## src/rtl/phase_capture_pkg.sv

```systemverilog
// Shared defaults for the phase capture bank: widths, channel count and the
// default arming mask (phases 4 and 6).
package phase_capture_pkg;

   localparam int PCB_DATA_W   = 4;
   localparam int PCB_CHANNELS = 2;
   localparam int PCB_PHASE_W  = 3;
   localparam int PCB_NPH      = 1 << PCB_PHASE_W;

   localparam logic [PCB_NPH-1:0] PCB_PHASE_MASK = 8'b0101_0000;

endpackage

```

## src/rtl/phase_counter.sv

```systemverilog
// Free-running phase counter: +1 per enabled cycle, natural wrap at 2**PHASE_W.
// Zero latency on phase; no backpressure, enable low simply freezes the count.
module phase_counter #(
   parameter int PHASE_W = 3
) (
   input  logic               clk,
   input  logic               rst_n,
   input  logic               enable,
   output logic [PHASE_W-1:0] phase
);

   logic [PHASE_W-1:0] phase_q, phase_d;

   always_comb begin
      phase_d = phase_q;
      if (enable) phase_d = phase_q + 1'b1;
   end

   always_ff @(posedge clk or negedge rst_n) begin
      if (!rst_n) phase_q <= '0;
      else        phase_q <= phase_d;
   end

   assign phase = phase_q;

endmodule

```

## src/rtl/phase_capture_bank.sv

```systemverilog
// Per-channel capture registers loaded on armed phases; 1-cycle capture latency.
// Valid/ready output: new captures never stall, unconsumed data gets overwritten and flags sticky overrun.
module phase_capture_bank
   import phase_capture_pkg::*;
#(
   parameter int DATA_W   = PCB_DATA_W,
   parameter int CHANNELS = PCB_CHANNELS,
   parameter int PHASE_W  = PCB_PHASE_W
) (
   input  logic                         clk,
   input  logic                         rst_n,
   input  logic                         enable,
   input  logic [(1<<PHASE_W)-1:0]      phase_mask,
   input  logic [CHANNELS-1:0]          ch_en,
   input  logic [CHANNELS*DATA_W-1:0]   data_in,
   output logic [CHANNELS*DATA_W-1:0]   data_out,
   output logic                         out_valid,
   input  logic                         out_ready,
   output logic                         overrun,
   input  logic                         overrun_clr,
   output logic [PHASE_W-1:0]           phase_out
);

   logic [CHANNELS*DATA_W-1:0] data_q, data_d;
   logic                       valid_q, valid_d;
   logic                       overrun_q, overrun_d;
   logic                       cap_evt;

   phase_counter #(.PHASE_W(PHASE_W)) u_phase_counter (
      .clk    (clk),
      .rst_n  (rst_n),
      .enable (enable),
      .phase  (phase_out)
   );

   // An armed phase with every channel disabled is not a capture at all.
   assign cap_evt = enable & phase_mask[phase_out] & (|ch_en);

   always_comb begin
      data_d    = data_q;
      valid_d   = valid_q;
      overrun_d = overrun_q;
      for (int k = 0; k < CHANNELS; k++) begin
         if (cap_evt && ch_en[k]) data_d[k*DATA_W +: DATA_W] = data_in[k*DATA_W +: DATA_W];
      end
      if (cap_evt)        valid_d = 1'b1;
      else if (out_ready) valid_d = 1'b0;
      // Set beats clear when both land in the same cycle.
      if (cap_evt && valid_q && !out_ready) overrun_d = 1'b1;
      else if (overrun_clr)                 overrun_d = 1'b0;
   end

   always_ff @(posedge clk or negedge rst_n) begin
      if (!rst_n) begin
         data_q    <= '0;
         valid_q   <= 1'b0;
         overrun_q <= 1'b0;
      end else begin
         data_q    <= data_d;
         valid_q   <= valid_d;
         overrun_q <= overrun_d;
      end
   end

   assign data_out  = data_q;
   assign out_valid = valid_q;
   assign overrun   = overrun_q;

endmodule
```

## config.mk

```make
export PLATFORM = sky130hd
export DESIGN_NAME = phase_capture_bank
export DESIGN_NICKNAME = d
export VERILOG_FILES = /design/src/rtl/phase_capture_pkg.sv /design/src/rtl/phase_counter.sv /design/src/rtl/phase_capture_bank.sv
export SDC_FILE = /design/constraint.sdc
export NUM_CORES = 1
export LEC_CHECK = 0
export ABC_AREA = 1
export BUFFER_PORTS_ARGS = -buffer_cell sky130_fd_sc_hd__buf_2
export CAP_MARGIN = 10
export CORE_MARGIN = 2
export CORE_UTILIZATION = 42
export CTS_BUF_LIST = sky130_fd_sc_hd__clkbuf_16
export CTS_CLUSTER_DIAMETER = 120
export DETAILED_ROUTE_END_ITERATION = 8
export GPL_ROUTABILITY_DRIVEN = 1
export PLACE_DENSITY = 0.75
export SYNTH_ARGS = -nofsm -noshare
export SYNTH_HDL_FRONTEND = slang
export SYNTH_SLANG_ARGS = --single-unit
export TNS_END_PERCENT = 10
```

## constraint.sdc

```tcl
create_clock -name clk -period 1.48 [get_ports clk]
set_input_delay 0.074 -clock clk [delete_from_list [all_inputs] [get_ports clk]]
set_output_delay 0.074 -clock clk [all_outputs]
set_load 0.02 [all_outputs]
```

==> results.yml <==
cells_and_area:
  nets: 142
  fill_cells: 128
  drive_gt1_share_pct: 42.7
  insertedDiodeCount: 0
  syn_to_final_growth_pct: 43.0
  mostFrequentLayoutCell: "buf_2"
  final_cell_mix: "buf_2, nand2_1, dfrtp_1"
  final_core_util_pct: 64.1
  fin_area_um2: 966
setup_path:
  critical_path_class: "flop to flop"
  worstPathArrival_ns: 1.50
  required_ns: 1.66
  crit_fanout: 9
  critPathCaptureType: "flop"
  critPathLaunchType: "flop"
clocking:
  clkSinkCount: 13
  clock-root-buffer: "clkbuf_16"
  cts_buffer_depth: 2
  numCtsBuffers: 3
  clk_latency_ns: 0.24
  clk_pin_slew_worst_paths_ns: 0.05
  post_cts.repair.setup_buffers: 0
  cts_tree: "built"
  htreeDepth: 1
sta:
  skew_ns: 0.00342
  grt_setup_unrepaired: "false"
  maxSlewViolCount: 0
  tns_ns: 0
  slew_headroom_pct: 77.6
  hold_viol: 0
  clock.fmax_mhz: 758
  hold_slack_ns: 0.0724
  period_share_pct: 89.1
  period_needed_ns: 1.32
  setup_viol: 0
  tightest_slew_ns: 0.334
outcome:
  status: "finished, final reports clean"
routing:
  drtIter0Drc: 7
  firstDrtPassIters: 4
  via_count: 664
  wl_per_cell_um: 12.1
  routed_wirelength_um: 1610
  drc_errors: 0
  avgViaCountPerCell: 4.99
  antenna_left: 0
flow_run:
  max_cap_viol_count: 0
floorplan:
  ios: 36
  dieArea_um2: 1950
  die_x_um: 44.1
  core_area_um2: 1510
  die_h_um: 44.1
  num_rows: 14
  initial_core_util_pct: 44.9
synthesis:
  yosys_warnings: 0
  syn_nets: 100
  yosysSeqAreaShare_pct: 48.1
  ys_seq_elements: 13
  avgSynthCellArea_um2: 8.89
  synth_cells: 76
  netlist_area_um2: 676
  synth.distinct_cells: 17
placement:
  port_buffers: 35
  routabilityCongestion: 0.875
  dp.final_hpwl_um: 1210
  place_area_um2: 875
worst_hold_path:
  hp-class: "input port to flop"
grt:
  grt_first_pass_wirelength_um: 2830
  grt_start_max_net_pins: 14
  antenna_found_initial: 0
  first_global_vias: 709
  track_usage_pct: 20.3
  overflow: 0
power_and_ir_drop:
  leakage_nw: 0.551
  power.density_nw_per_um2: 2210
  vdd_drop_max_uv: 1250
  finalPower_mw: 2.14
-- where the power goes --
part | internal (mW) | leakage (nW) | total [mW] | switching (mW)
registers | 0.520 | 0.162 | 0.643 | 0.123
clock network | 0.356 | 0.0423 | 0.504 | 0.148
logic | 0.351 | 0.347 | 0.991 | 0.640
-- cell usage after synthesis, drive strengths merged --
| cell | number | area share, % |
|---|---|---|
| nand2 | 34 | 21 |
| dfrtp | 13 | 48 |
| nand4 | 10 | 11 |
| inv | 7 | 3.9 |
| nand3 | 4 | 4.4 |
| o21ai | 3 | 2.8 |
| xor2 | 2 | 2.6 |
| a21oi | 1 | 2.4 |
| buf | 1 | 1.7 |
| ha | 1 | 1.9 |
-- cell type report --
cell class	count	area [µm²]	share of cell area, %
sequential	13	325	33.7
multi-input combinational	55	315	32.6
timing repair buffer	38	200	20.7
clock buffer	3	75.1	7.77
inverter	7	26.3	2.72
tap	16	20.0	2.07
clock inverter	1	3.75	0.389
-- metal layers --
| metal | vias up | global-route usage [%] | wire, µm |
|---|---|---|---|
| met3 | 6 | 7.76 | 143 |
| met5 | - | 0 | 0 |
| met1 | 292 | 20.7 | 598 |
| met2 | 34 | 34.7 | 808 |
| met4 | 0 | 12.7 | 58 |
| li1 | 332 | - | - |
-- final timing paths --
check | from | end | slack [ns] | depth (start not counted)
setup reg to reg | u_phase_counter.phase[0] | data_out[7] | 0.16 | 7
max in group asynchronous | rst_n | data_out[6] | 1.00 | 2
min in group asynchronous | rst_n | data_out[3] | 0.25 | 2
hold / removal | enable | u_phase_counter.phase[0] | 0.07 | 2
setup / recovery | u_phase_counter.phase[0] | data_out[7] | 0.16 | 7
hold reg to reg | data_out[3] | data_out[3] | 0.46 | 2
-- through the flow --
| stage | cells | setup slack [ns] |
|---|---|---|
| 6_report | 133 | 0.161 |
| 5_1_grt | 133 | 0.0157 |
| 4_1_cts | 133 | 0.108 |
| 3_5_place_dp | 128 | 0.105 |
| 3_3_place_gp | 128 | 0.150 |
| 2_1_floorplan | 76 | 0.195 |
-- kinds of logic (layout without fill, tap and decap cells) --
family          Yosys count  count (layout)  share of synthesized area, %
compound gates            4               4                          5.18
buf+inv                   8              49                          5.55
simple gates             48              48                          36.7
xor+xnor                  2               2                          2.59
flops                    13              13                          48.1
fa+ha+maj                 1               1                          1.85
-- sequential cells by signal, indices dropped and copies added (netlist names) --
signal	cells
data_out	8
overrun	1
out_valid	1
u_phase_counter.phase	3
-- repair_timing --
action                                  4_1_cts  5_1_grt
endpoints found under the hold margin        13        0
hold buffers                                  1        0
endpoints found under the setup margin        0        4
gates resized for setup                       0        1
-- worst max-delay path: stages, from the launching register on --
cell,delay [ns]
dfrtp_1,0.40
buf_4,0.16
nand2_1,0.06
nand3_2,0.09
nand2_4,0.06
a21oi_4,0.25
nand4_1,0.14
nand2_1,0.09
Power figures use the tool's default switching activity.
